$ cat config.mk
export PLATFORM = sky130hd
export DESIGN_NAME = piso_tx_ctrl
export DESIGN_NICKNAME = d
export VERILOG_FILES = /design/src/rtl/piso_pkg.sv /design/src/rtl/piso_bit_counter.sv /design/src/rtl/piso_tx_ctrl.sv
export SDC_FILE = /design/constraint.sdc
export NUM_CORES = 1
export LEC_CHECK = 0
export BUFFER_PORTS_ARGS = -buffer_cell sky130_fd_sc_hd__buf_4
export CELL_PAD_IN_SITES_DETAIL_PLACEMENT = 1
export CELL_PAD_IN_SITES_GLOBAL_PLACEMENT = 1
export CORE_MARGIN = 1
export CORE_UTILIZATION = 35
export DETAILED_ROUTE_END_ITERATION = 12
export PLACE_DENSITY_LB_ADDON = 0.2
export SKIP_CTS_REPAIR_TIMING = 1
export SLEW_MARGIN = 20
export SYNTH_ARGS = -nofsm -noshare
export SYNTH_HDL_FRONTEND = slang
export SYNTH_HIERARCHICAL = 1
export SYNTH_SLANG_ARGS = --single-unit
$ cat constraint.sdc
create_clock -name clk -period 1.4 [get_ports clk]
set_input_delay 0.07 -clock clk [delete_from_list [all_inputs] [get_ports clk]]
set_output_delay 0.07 -clock clk [all_outputs]
set_load 0.01 [all_outputs]
$ cat src/rtl/piso_pkg.sv
// -----------------------------------------------------------------------------
// piso_pkg
// Shared definitions for the parallel-to-serial transmit path.
//   state_t       : controller states (ST_IDLE, ST_SHIFT, ST_PARITY)
//   cnt_width()   : width of a counter able to hold 0..width inclusive
//   DEFAULT_WIDTH : default parallel word width
// ST_PARITY is only reachable when PISO_TX_PARITY_EN is defined.
// -----------------------------------------------------------------------------
package piso_pkg;

    localparam int DEFAULT_WIDTH = 16;

    typedef enum logic [1:0] {
        ST_IDLE   = 2'd0,
        ST_SHIFT  = 2'd1,
        ST_PARITY = 2'd2
    } state_t;

    // Bits needed to count beats 0..width (the counter reaches width after
    // the final data beat).
    function automatic int cnt_width(input int width);
        return $clog2(width + 1);
    endfunction

endpackage

$ cat src/rtl/piso_bit_counter.sv
// -----------------------------------------------------------------------------
// piso_bit_counter
// Loadable up-counter with a terminal-count flag, used to track beats of a
// serial frame.
// Ports:
//   clk      : clock, rising edge
//   reset    : synchronous, active-high; clears the count
//   load     : load load_val (has priority over inc)
//   load_val : value loaded on load
//   inc      : advance the count by one
//   cnt      : current count
//   tc       : high while cnt == WIDTH-1
// -----------------------------------------------------------------------------
module piso_bit_counter
    import piso_pkg::*;
#(
    parameter int  WIDTH = DEFAULT_WIDTH,
    localparam int CW    = cnt_width(WIDTH)
) (
    input  logic          clk,
    input  logic          reset,
    input  logic          load,
    input  logic [CW-1:0] load_val,
    input  logic          inc,
    output logic [CW-1:0] cnt,
    output logic          tc
);

    localparam logic [CW-1:0] TC_VAL = CW'(WIDTH - 1);

    always_ff @(posedge clk) begin
        if (reset) begin
            cnt <= '0;
        end else if (load) begin
            cnt <= load_val;
        end else if (inc) begin
            cnt <= cnt + CW'(1);
        end
    end

    assign tc = (cnt == TC_VAL);

endmodule

$ cat src/rtl/piso_tx_ctrl.sv
// -----------------------------------------------------------------------------
// piso_tx_ctrl
// Parallel-to-serial transmit controller. Accepts one WIDTH-bit word per
// in_valid/in_ready handshake and shifts it out one bit per shift_en tick,
// framed with s_valid and s_last.
// Optional feature macro: PISO_TX_PARITY_EN -- appends an even-parity bit
// after the data bits; s_last then marks the parity bit only.
// Ports:
//   clk, reset : clock and synchronous active-high reset
//   in_valid   : upstream word valid (must be held until in_ready)
//   in_ready   : high in IDLE, word accepted on in_valid && in_ready
//   in_data    : parallel word captured on the handshake
//   shift_en   : bit-rate tick, one serial beat per high cycle
//   s_out      : current serial bit (0 when not valid)
//   s_valid    : s_out carries a frame bit
//   s_last     : current bit is the final bit of the frame
//   busy       : frame in progress
// All outputs decode only from registered state, so no input reaches an
// output combinationally.
// -----------------------------------------------------------------------------
module piso_tx_ctrl
    import piso_pkg::*;
#(
    parameter int WIDTH     = DEFAULT_WIDTH,
    parameter int MSB_FIRST = 1
) (
    input  logic             clk,
    input  logic             reset,
    input  logic             in_valid,
    output logic             in_ready,
    input  logic [WIDTH-1:0] in_data,
    input  logic             shift_en,
    output logic             s_out,
    output logic             s_valid,
    output logic             s_last,
    output logic             busy
);

    localparam int            CW       = cnt_width(WIDTH);
    localparam logic [CW-1:0] LAST_IDX = CW'(WIDTH - 1);

    state_t           state;
    state_t           state_nxt;
    logic [WIDTH-1:0] sreg;
    logic [CW-1:0]    bit_cnt;
    logic             cnt_tc;
    logic             accept;
    logic             beat;
    logic             last_data_beat;
    logic             head_bit;

    // in_ready is exactly "state is IDLE", so the handshake reduces to this.
    assign accept         = (state == ST_IDLE) && in_valid;
    assign beat           = (state == ST_SHIFT) && shift_en;
    assign last_data_beat = beat && (bit_cnt == LAST_IDX);
    assign head_bit       = (MSB_FIRST != 0) ? sreg[WIDTH-1] : sreg[0];

    piso_bit_counter #(
        .WIDTH (WIDTH)
    ) u_bit_counter (
        .clk      (clk),
        .reset    (reset),
        .load     (accept),
        .load_val ('0),
        .inc      (beat),
        .cnt      (bit_cnt),
        .tc       (cnt_tc)
    );

`ifdef PISO_TX_PARITY_EN
    // Even parity of the captured word, held for the trailing parity beat.
    logic par_bit;

    always_ff @(posedge clk) begin
        if (reset) begin
            par_bit <= 1'b0;
        end else if (accept) begin
            par_bit <= ^in_data;
        end
    end
`endif

    always_ff @(posedge clk) begin
        if (reset) begin
            state <= ST_IDLE;
        end else begin
            state <= state_nxt;
        end
    end

    // The vacated end of the register fills with 0 on every beat.
    always_ff @(posedge clk) begin
        if (reset) begin
            sreg <= '0;
        end else if (accept) begin
            sreg <= in_data;
        end else if (beat) begin
            if (MSB_FIRST != 0) begin
                sreg <= {sreg[WIDTH-2:0], 1'b0};
            end else begin
                sreg <= {1'b0, sreg[WIDTH-1:1]};
            end
        end
    end

    always_comb begin
        state_nxt = state;
        in_ready  = 1'b0;
        s_valid   = 1'b0;
        s_out     = 1'b0;
        s_last    = 1'b0;
        busy      = 1'b1;
        case (state)
            ST_IDLE: begin
                in_ready = 1'b1;
                busy     = 1'b0;
                if (in_valid) begin
                    state_nxt = ST_SHIFT;
                end
            end
            ST_SHIFT: begin
                s_valid = 1'b1;
                s_out   = head_bit;
`ifdef PISO_TX_PARITY_EN
                if (last_data_beat) begin
                    state_nxt = ST_PARITY;
                end
`else
                s_last = cnt_tc;
                if (last_data_beat) begin
                    state_nxt = ST_IDLE;
                end
`endif
            end
            ST_PARITY: begin
`ifdef PISO_TX_PARITY_EN
                s_valid = 1'b1;
                s_out   = par_bit;
                s_last  = 1'b1;
                if (shift_en) begin
                    state_nxt = ST_IDLE;
                end
`else
                state_nxt = ST_IDLE;
`endif
            end
            default: begin
                state_nxt = ST_IDLE;
            end
        endcase
    end

endmodule

# == Word-level counts from Yosys, hierarchy flattened ==
# Index checks and enable logic that the tools add are counted.
# classes
addsub,1
mul,0
div_mod_pow,0
order_cmp,0
n_eq_ne,4
shifts,0
muxes,10
n_bitwise,0
n_reduce_logical,7
# ops
operator,n
16-bit 2-to-1 mux,2
"5-bit by 1-bit adder with 5-bit output, second input constant",1
"5-bit by 4-bit == test with 1-bit output, second input constant",1
1-bit 2-to-1 mux,5
2-bit 2-to-1 mux,2
"2-bit != test, second input constant",2
2-bit one-hot mux with 2 select lines,1
1-bit logical AND,3
"2-bit by 1-bit == test with 1-bit output, second input constant",1
2-bit zero test,1
2-bit AND reduction,1
2-bit nonzero test,1
2-bit OR reduction,1
# word_totals
register_bits,23
latch_bits,0
ram_bits,0
rom_bits,0
input_bits,20
out_inout_bits,5
wordCells,25
n_memories,0

# == Logic depth before layout (Yosys ltp) ==
# Gate-level depths: netlist of the first run.
# depth
word_depth,5
ltp_mapped,7
ltp_nobuf,5

# == Modules after synthesis ==
# The synthesis of the first run kept the hierarchy.
# by_module_without_submodules
mod,n_inst,cells_each,area_per_inst_um2,seq_area_each_um2
piso_tx_ctrl,1,84,803.3,340.3
piso_bit_counter,1,30,275.3,100.1

# == Worst setup path after synthesis of the first run ==
# OpenSTA, ideal clock, no wires.
# synth_path
path_type,flip-flop to flip-flop
start,register state[0]
end,register u_bit_counter.cnt[1]
setup_time_ns,0.114
arrival_time_ns,1.410
required_time_ns,1.286
setup_slack_ns,-0.125
path_stages_with_launch,7
path_buffers,1
synth_period_minus_slack_ns,1.525
path_cell_list,dfxtp_1 nand2_1 buf_2 inv_1 mux2_2 mux2i_1 nor2_1
# synth_via
word_cells_on_any_way,5
classes_between,1 x eq/ne; 4 x reduce/logical
# synth_lines
element,line_no,rtl
start: declaration,piso_tx_ctrl.sv:42,state_t state;
start signal: assignment,piso_tx_ctrl.sv:87,state <= state_nxt;
2-bit by 1-bit == test with 1-bit output,piso_tx_ctrl.sv:54,assign beat = (state == ST_SHIFT) && shift_en;
1-bit logical AND,piso_tx_ctrl.sv:54,
net beat,piso_tx_ctrl.sv:48,logic beat;
end signal: assignment,piso_bit_counter.sv:35,cnt <= load_val;
end signal: assignment,piso_bit_counter.sv:37,cnt <= cnt + CW'(1);
end: declaration,piso_bit_counter.sv:25,"output logic [CW-1:0] cnt,"
# The timed path passes the listed nets, and every way through them passes these cells.
# A chain may end at the register's enable or synchronous reset.

# == Worst setup path in the final report of the first run ==
# layout_path
start,register u_bit_counter.cnt[0]
end,output port s_last
# layout_via
elab_chain_cells,2
# layout_rtl
element,line_no,rtl
5-bit by 4-bit == test with 1-bit output,piso_bit_counter.sv:41,assign tc = (cnt == TC_VAL);
net cnt_tc,piso_tx_ctrl.sv:46,logic cnt_tc;
1-bit 2-to-1 mux,piso_tx_ctrl.sv:113,case (state)
end: declaration,piso_tx_ctrl.sv:35,"output logic s_last,"
# The timed path passes the listed nets, and every way through them passes these cells.

==> results.md, run 1 <==
* Outcome: finished with violations
* Failing checks: DRC, setup timing
* Latest clock arrival within the worst-skew pair at 320 ps
* Synthesis-to-layout area growth at 27.96%
* Fin worst setup slack at -91.24 ps
* Worst Setup SP: u_bit_counter/cnt[0]
* DRT Wirelength at about 2400 um
* Crit path max fanout at 2
* Final count of hold timing violations at 0
* Starting Density at approximately two fifths
* Worst hold slack at 35.13 ps
* Worst Hold Class: input pin to flop
* CP arrival at 1420 ps
* Die area at 3307 um^2
* RSZ-0062 raised after global routing: yes
* Yosys Warn Count at 6
* Final period util at 106.5%
* Psw at 0.0003568 W
* Pins Over Slew Limit at 0
* Number of synthesized flops with an enable pin at 0
* Initial drt markers at 18
* Seq cells post-synth at 22
* GPL Wtd Cong at 0.6850
* # port buffers at 24
* CP required at 1330 ps
* Via count at ~870
* Top post-synthesis cells by count: dfxtp_1, nor2_1, mux2i_1
* Max Cap Viol at 0
* CTS tree: done
* First-pass GRT wire length at 4071 um
* Post-synth ARST share at 0%
* Seq/Total Area, Yosys at 40.84%
* Cell Rows at 19
* Seq pwr share at 49.0%
* Initial antenna violation count at 0
* Syn Inst Count at 114
* Top cell type's share of synthesized area at between 40% and 50%
* Fmax at 0.6706 GHz
* Setup Viol. Count Final at 1
* Critical Path Start Type: flop
* Crit-path most repeated cell: ha_4
* CTS Buf Count at 3
* Synth top area cells: dfxtp_1, mux2i_1, a211oi_1
* Io pins at 25
* Cells on worst reg2reg path at 5
* Cell area power density at ~1100 nW/um^2
* Worst path slowest cell: dfxtp_2
* Maximum vdd drop at 1184 uV
* Drt first pass iters at 7
* Element type at the critical path end: output pin
* Total power at 0.001463 W
* Ys flop type: dfxtp_1
* Combinational group share of total power at roughly 17%
* HPWL Detailed at 1630 um
* Avg WL per Cell at 13.99 um
* Internal at roughly 0.0011 W
* Switching portion of total power at 24.39%
* Count leader, synth: dfxtp_1
* Die H at 57.51 um
* Leak Pwr at 0.6553 nW
* Cell taking the most area after synthesis: dfxtp_1
* Syn avg cell area at approximately 9.5 um^2
* Largest net degree at the start of global routing at 32
* Ant diodes at 0
* Yosys cell types at 26
* CTS clk-pin slew, worst paths at roughly 120 ps
* Root Driver: clkbuf_4
* RR Startpoint: u_bit_counter/cnt[0]
* Vias in the first global route at 915
* Antenna Violating Nets Remaining at 0
* R2r endpoint: u_bit_counter/cnt[4]
* Share of layout cells above drive strength 1 at a little under a third
* Setup slack, reg-to-reg at 30 ps
* Core region area at 2829 um^2
* Via density at 5.035
* Slowest cell delay on critical path at 360 ps
* Worst Setup Path Type: flop to output pin
* CTS Buffer Depth at 2
* Nets at 165
* DRC viols at 2
* Crit-path cells: ha_4 -> and3_4 -> ha_4 -> and2_4 -> buf_6
* Tot GR Track Use at 16.18%
* Die width at between 50 and 60 um
* Crit path capture: s_last
* Syn Std Cell Area at 1079 um^2
* Sinks on Clock Net at 22
* Clock Skew at 14.83 ps
* Min cycle time layout at 1491 ps
* GRT overflow at 0
* H-tree levels at 1
* Clk pwr share at 33.8%
## worst max-delay path: cells and delay by family, from the launching register on
kind / cells / cell delay [ps]
buf+inv: 1 / 110
fa+ha+maj: 2 / 310
flops: 1 / 360
simple gates: 2 / 330
## per-stage QoR
| stage | instances | setup WS [ps] | setup TNS, ps | instance area [um^2] | utilization (%) |
|---|---|---|---|---|---|
| after floorplan | 118 | 21.71 | 0 | 1097 | - |
| after global placement | 168 | 48.19 | 0 | 1284 | 45.38 |
| after detailed placement | 168 | -3.427 | -3.427 | 1284 | 45.38 |
| after CTS | 172 | -194.9 | -233.7 | 1336 | 47.24 |
| after global routing | 173 | -138.9 | -162.5 | 1380 | 48.78 |
| final | 173 | -91.24 | -91.24 | 1380 | 48.78 |
## state kept, by name, indices dropped and copies added (netlist names)
name	count
state	1
sreg	16
u_bit_counter/cnt	5
## placed cells by master, fill, tap and decap left out
master     count
a21oi_1        2
nand2b_2       1
clkbuf_4       3
a21oi_2        1
buf_4         27
mux2_2         1
and3_4         1
dfxtp_2        3
xor2_1         1
inv_1          5
and2_2         1
buf_12         1
a211oi_1      15
bufinv_16      1
ha_4           2
buf_6          1
o21a_1         2
nor3_1         3
inv_2          1
mux2i_1       18
conb_1         5
dfxtp_1       19
nand2_1        3
a211o_1        1
xnor2_1        2
and2_4         1
nand4_1        2
nor2_1        19
## power groups by stage
| stage | Sequential, W | Combinational (W) | Clock (W) |
|---|---|---|---|
| 6_report | 0.000716 | 0.000252 | 0.000494 |
| 5_1_grt | 0.000726 | 0.000285 | 0.000536 |
| 4_1_cts | 0.000713 | 0.000252 | 0.000503 |
| 3_5_place_dp | 0.000726 | 0.000250 | 0 |
| 3_3_place_gp | 0.000723 | 0.000241 | 0 |
| 2_1_floorplan | 0.000720 | 0.000172 | 0 |
## worst min path at each step
stage                                 endpoint  slack, ps  startpoint  depth (start not counted)
after CTS                             state[0]         30    in_valid                          3
after global placement                state[0]        350    in_valid                          3
after floorplan           u_bit_counter/cnt[4]        130       reset                          1
after detailed placement              state[0]        370    in_valid                          3
final                                 state[0]         40    in_valid                          3
after global routing                  state[0]         30    in_valid                          3
## cells by family after synthesis
family                   after synthesis  share of synthesized area (%)
AO/OA/AOI/OAI                         21                          14.39
other                                  1                         0.3477
multiplexers                          19                          17.75
adder cells (fa/ha/maj)                2                          2.320
XOR/XNOR                               3                          2.437
buffers and inverters                 15                          9.048
AND/OR/NAND/NOR                       31                          12.88
flip-flops                            22                          40.84
## layer usage
| metal | track usage, % | up-vias | share of wire (%) |
|---|---|---|---|
| met1 | 19.30 | 401 | 43 |
| met3 | 4.989 | 2 | 5.0 |
| met5 | 0 | - | 0 |
| met4 | 2.091 | 0 | 0.41 |
| li1 | - | 447 | - |
| met2 | 29.07 | 21 | 51 |
## layout make-up
| class | count | area [um^2] |
|---|---|---|
| Clock buffer | 3 | 22.52 |
| Multi-Input combinational cell | 81 | 588.1 |
| Fill cell | 323 | 1449 |
| Tap cell | 31 | 38.79 |
| Clock inverter | 1 | 30.03 |
| Timing Repair Buffer | 29 | 234.0 |
| Sequential cell | 22 | 444.2 |
| Inverter | 6 | 22.52 |
No activity file was read; power rests on OpenSTA's default activity.
==> inputs of run 2 (changes only) <==
==> constraint.sdc (replaced) <==
create_clock -name clk -period 1.4 [get_ports clk]
set_input_delay 0.07 -clock clk [delete_from_list [all_inputs] [get_ports clk]]
set_output_delay 0.07 -clock clk [all_outputs]
set_load 0.1 [all_outputs]
==> run 2 against run 1 <==
The flow still finishes with violations (DRC, setup timing). Final cell count did not move. Fmax fell by 3.0%. Sequential share of layout area fell by 0.14 points. Critical endpoint unchanged. Largest cell class unchanged. Largest power group unchanged.
==> results.md, run 2 (synthesis results as in run 1) <==
* RSZ-0062 raised after global routing: yes
* Outcome: finished with violations
* Worst slack, placed at -57.80 ps (-54.37 ps)
* CTS Buf Count at 3 (unchanged)
* Commonest non-fill, non-tap cell in the layout: buf_4
* GRT overflow at 0 (unchanged)
* Buf/Inv on CP at 1 (unchanged)
* Min cycle time layout at 1537 ps (+45.65 ps)
* # port buffers at 24 (unchanged)
* Setup Viol. Count Final at 1 (unchanged)
* DRT Wirelength at 2232 um (-7.8%)
* Filler cells at 329 (+1.9%)
* Tot GR Track Use at 14.18% (-2.0 points)
* Via density at 4.988 (-0.92%)
* CP arrival at 1470 ps (+50 ps)
* Crit path max fanout at 2 (unchanged)
* Cells on worst reg2reg path at 5 (unchanged)
* Seq pwr share at 52.1% (+3.1 points)
* Combinational group share of total power at 22.3% (+5.1 points)
* Cell depth of the worst hold path at 3 (unchanged)
* Metal-1 WL at 972 um (-6.8%)
* Worst path slowest cell: dfxtp_2
* Starting Density at 38.12% (unchanged)
* Met2 Wirelength at 1139 um (-8.6%)
* Antenna Violating Nets Remaining at 0 (unchanged)
* Crit-path cells: ha_4 -> and3_4 -> ha_4 -> and2_4 -> buf_12
* H-tree levels at 1 (unchanged)
* Sinks on Clock Net at 22 (unchanged)
* Via count at 863 (-0.92%)
* Total power at 0.001373 W (-6.2%)
* Ant diodes at 0 (unchanged)
* Final period util at 109.8% (+3.3 points)
* Max Cap Viol at 0 (unchanged)
* First-pass GRT wire length at 3643 um (-11%)
* Die area at 3307 um^2 (unchanged)
* Final count of hold timing violations at 0 (unchanged)
* Cell area power density at 984.9 nW/um^2 (-7.1%)
* Largest register FFs at 16 (unchanged)
* Internal at 0.0009783 W (-12%)
* GPL Wtd Cong at 0.7232 (+5.6%)
* RR Startpoint: u_bit_counter/cnt[0]
* Io pins at 25 (unchanged)
* Slowest cell delay on critical path at 360 ps (about the same)
* Setup slack, reg-to-reg at 70 ps (+40 ps)
* Die width at 57.51 um (unchanged)
* Crit-path most repeated cell: ha_4
* Psw at 0.0003945 W (+11%)
* Worst Hold Class: input pin to flop
* CP required at 1330 ps (about the same)
* Multi-input logic area at 604.3 um^2 (+2.8%)
* Clk pwr share at 25.6% (-8.2 points)
* FF+latch area at 446.7 um^2 (+0.56%)
* Clock Skew at 2.576 ps (-12.25 ps)
* Met3 WL at 106 um (-12%)
* Failing checks: DRC, setup timing
* Worst Setup SP: u_bit_counter/cnt[0]
* Root Driver: clkbuf_4
* Biggest register: sreg
* Leak Pwr at 0.6595 nW (+0.64%)
* Most frequent cells in the layout: buf_4, nor2_1, dfxtp_1
* Hold Crit Endpoint: state[0]
* Vias in the first global route at 832 (-9.1%)
* Pins Over Slew Limit at 0 (unchanged)
* Fmax at 0.6507 GHz (-3.0%)
* Switching portion of total power at 28.74% (+4.4 points)
* Latest clock arrival within the worst-skew pair at 300 ps (-20 ps)
* Maximum vdd drop at 526.5 uV (-56%)
* Element type at the critical path end: output pin
* R2r endpoint: u_bit_counter/cnt[4]
* Core region area at 2829 um^2 (unchanged)
* HPWL Detailed at 1504 um (-7.8%)
* DR top layer: met4
* Largest net degree at the start of global routing at 31 (-3.1%)
* Hold_sp: in_valid
* Worst Setup Path Type: flop to output pin
* Cell Rows at 19 (unchanged)
* CTS Buffer Depth at 2 (unchanged)
* Die H at 57.51 um (unchanged)
* Avg WL per Cell at 12.90 um (-7.8%)
* Regs by FF count: sreg: 16 flops, u_bit_counter/cnt: 5 flops, state: 1 flops
* Fin worst setup slack at -136.9 ps (-45.65 ps)
* Nets at 165 (unchanged)
* Drt first pass iters at 7 (unchanged)
* Synthesis-to-layout area growth at 29.23%
* Initial antenna violation count at 0 (unchanged)
* Critical Path Start Type: flop
* Share of layout cells above drive strength 1 at 33.80% (+2.1 points)
* CTS clk-pin slew, worst paths at 120 ps (about the same)
* Top delay family on crit path: flip-flops
* DRC viols at 2 (unchanged)
* Initial drt markers at 10 (-8)
* CTS tree: done
==> run 2: power groups by stage <==
stage / sequential, W / combinational, W / clock, W
after global routing: 0.000723 / 0.000340 / 0.000405
after floorplan: 0.000734 / 0.000216 / 0
after detailed placement: 0.000727 / 0.000303 / 0
after CTS: 0.000713 / 0.000305 / 0.000373
after global placement: 0.000722 / 0.000297 / 0
final: 0.000715 / 0.000306 / 0.000351
==> run 2: worst min-delay path, delay by kind of cell <==
| kind | cells | cell delay [ps] |
|---|---|---|
| buf+inv | 1 | 120 |
| simple gates | 2 | 120 |
==> run 2: worst max path at each step <==
stage / to / slack, ps / cells past startpoint
final: s_last / -140 / 5
after global placement: u_bit_counter/cnt[4] / -20 / 5
after detailed placement: u_bit_counter/cnt[4] / -60 / 5
after global routing: s_last / -190 / 5
after CTS: s_last / -290 / 5
after floorplan: u_bit_counter/cnt[4] / -170 / 7
==> run 2: final cells by class <==
cell class	instances	area share, %
clock buffer	4	2.603
inverter	6	1.795
multi-input combinational	81	43.36
sequential	22	32.05
tap	31	2.783
timing repair buffer	29	17.41
==> run 2: stage by stage <==
step / TNS, ps / utilization (%) / instances / cell area [um^2] / hold WS [ps]
6_report: -136.9 / 49.27 / 173 / 1394 / 35.52
5_1_grt: -194.5 / 49.27 / 173 / 1394 / 42.10
4_1_cts: -374.4 / 47.37 / 172 / 1340 / 22.06
3_5_place_dp: -57.80 / 46.09 / 168 / 1304 / 366.4
3_3_place_gp: -17.03 / 46.09 / 168 / 1304 / 369.0
2_1_floorplan: -322.4 / - / 118 / 1124 / 132.4
==> run 2: per-layer routing <==
metal  GRT usage (%)  up-vias
met1           17.20      396
li1                -      447
met2           24.75       18
met4           2.091        0
met3           4.762        2
met5               0        -
==> inputs of run 3 (changes only) <==
--- a/config.mk
+++ b/config.mk
@@ -6,10 +6,10 @@
 export NUM_CORES = 1
 export LEC_CHECK = 0
 export BUFFER_PORTS_ARGS = -buffer_cell sky130_fd_sc_hd__buf_4
-export CELL_PAD_IN_SITES_DETAIL_PLACEMENT = 1
-export CELL_PAD_IN_SITES_GLOBAL_PLACEMENT = 1
+export CELL_PAD_IN_SITES_DETAIL_PLACEMENT = 0
+export CELL_PAD_IN_SITES_GLOBAL_PLACEMENT = 2
 export CORE_MARGIN = 1
-export CORE_UTILIZATION = 35
+export CORE_UTILIZATION = 28
 export DETAILED_ROUTE_END_ITERATION = 12
 export PLACE_DENSITY_LB_ADDON = 0.2
 export SKIP_CTS_REPAIR_TIMING = 1
==> run 3 against run 2 <==
The run ends with setup timing left. Core utilization decreased by 11 points. Final area increased by 1.6%. Sequential cell count unchanged. Worst setup slack improved by 88 ps. Combinational power decreased by 2%. Clock power increased by 32%. Critical path type unchanged. Critical endpoint unchanged. Largest cell class unchanged.
==> results.md, run 3 (synthesis results as in run 1) <==
* GPL Wtd Cong at 0.7385 (+2.1%)
* Fin worst setup slack at -48.40 ps (+88.48 ps)
* CP required at 1330 ps (about the same)
* DRC viols at 0 (-2)
* Cell area power density at 1043 nW/um^2 (+5.9%)
* Final count of hold timing violations at 0 (unchanged)
* Setup Viol. Count Final at 1 (unchanged)
* Fin cells at 189 (+9.2%)
* CTS clk-pin slew, worst paths at 80 ps (-40 ps)
* Failing checks: setup timing
* Element type at the critical path end: output pin
* Avg WL per Cell at 10.92 um (-15%)
* Initial drt markers at 30 (+20)
* Crit path max fanout at 2 (unchanged)
* CP arrival at 1380 ps (-90 ps)
* DRT Wirelength at 2064 um (-7.5%)
* Starting Density at 29.24% (-8.9 points)
* Share of layout cells above drive strength 1 at 33.33% (-0.47 points)
* RSZ-0062 raised after global routing: yes
* Leak Pwr at 0.6611 nW (+0.25%)
* First-pass GRT wire length at 3608 um (-0.96%)
* Maximum vdd drop at 342.8 uV (-35%)
* CTS tree: done
* H-tree levels at 1 (unchanged)
* Worst Hold Class: input pin to flop
* Commonest non-fill, non-tap cell in the layout: buf_4
* Fmax at 0.6904 GHz (+6.1%)
* Core region area at 3689 um^2 (+30%)
* Initial antenna violation count at 0 (unchanged)
* Via count at 849 (-1.6%)
* Max Cap Viol at 0 (unchanged)
* Cell Rows at 22 (+3)
* Largest net degree at the start of global routing at 31 (unchanged)
* Sinks on Clock Net at 22 (unchanged)
* Regs by FF count: sreg: 16 flops, u_bit_counter/cnt: 5 flops, state: 1 flops
* Synthesis-to-layout area growth at 31.32%
* Via density at 4.492 (-10%)
* Worst Setup Path Type: flop to output pin
* Tot GR Track Use at 11.55% (-2.6 points)
* Antenna Violating Nets Remaining at 0 (unchanged)
* CTS Buf Count at 3 (unchanged)
* Biggest register: sreg
* Pins Over Slew Limit at 0 (unchanged)
* Drt first pass iters at 4 (-3)
* Root Driver: clkbuf_8
* Placed cells at 185 (+10%)
* Area post-placement at 1325 um^2 (+1.6%)
* Min cycle time layout at 1448 ps (-88.48 ps)
* Vias in the first global route at 841 (+1.1%)
* Most frequent cells in the layout: buf_4, nor2_1, dfxtp_1
* Final period util at 103.5% (-6.3 points)
* Nets at 164 (-0.61%)
* Setup TNS at -48.40 ps (+88.48 ps)
* Largest register FFs at 16 (unchanged)
* # port buffers at 24 (unchanged)
* Ant diodes at 0 (unchanged)
* Die width at 64.07 um (+11%)
* Clock Skew at 2.072 ps (-0.5041 ps)
* Die H at 64.07 um (+11%)
* CTS Buffer Depth at 2 (unchanged)
* GRT overflow at 0 (unchanged)
* Final non-filler cell area at 1416 um^2 (+1.6%)
* Latest clock arrival within the worst-skew pair at 270 ps (-30 ps)
* Critical Path Start Type: flop
* Die area at 4104 um^2 (+24%)
* HPWL Detailed at 1409 um (-6.3%)
* Outcome: finished with violations
* Filler cells at 403 (+22%)
* Io pins at 25 (unchanged)
run 3: changes by cell type in the layout (fill, tap and decap cells not counted), sizes merged:
cell / before / now
buf: 29 / 28
run 3: worst paths after layout:
| path | from | to | slack, ps | depth (start not counted) |
|---|---|---|---|---|
| setup / recovery | u_bit_counter/cnt[1] | s_last | -50 | 5 |
| hold / removal | in_valid | state[0] | 90 | 3 |
| setup reg to reg | u_bit_counter/cnt[1] | u_bit_counter/cnt[4] | 50 | 5 |
| hold reg to reg | sreg[5] | sreg[6] | 500 | 2 |
run 3: power by group:
| group | internal, W | switching [W] |
|---|---|---|
| clock network | 0.000251 | 0.000213 |
| logic | 0.000138 | 0.000164 |
| registers | 0.000679 | 0.0000327 |
run 3: cell type report:
class | instances | area, um^2 | share of cell area, %
Clock buffer | 4 | 55.05 | 3.887
Inverter | 6 | 25.02 | 1.767
Multi-Input combinational cell | 81 | 594.3 | 41.96
Sequential cell | 22 | 446.7 | 31.54
Tap cell | 48 | 60.06 | 4.240
Timing Repair Buffer | 28 | 235.2 | 16.61
run 3: through the flow:
| step | utilization, % | total power (W) | setup WS, ps | hold WS [ps] |
|---|---|---|---|---|
| floorplan | - | 0.0009498 | -174.1 | 132.4 |
| global placement | 35.92 | 0.001022 | -17.88 | 368.2 |
| detailed placement | 35.92 | 0.001027 | -31.43 | 368.1 |
| CTS | 37.42 | 0.001499 | -231.3 | 83.74 |
| global route | 38.40 | 0.001563 | -78.91 | 104.6 |
| finish | 38.40 | 0.001477 | -48.40 | 86.67 |
run 3: worst max-delay path, stage by stage, from the launching register on:
cell and delay, ps:
dfxtp_2 330, ha_2 180, and3_4 150, ha_4 140, and2_4 150, buf_12 160
run 3: routing by layer:
layer  routed length, um  vias to the layer above  track usage, %
met2                 913                       19           19.95
li1                    -                      452               -
met3                 118                        5           2.679
met5                   0                        -               0
met1                 982                      373           12.81
met4                  49                        0           6.818
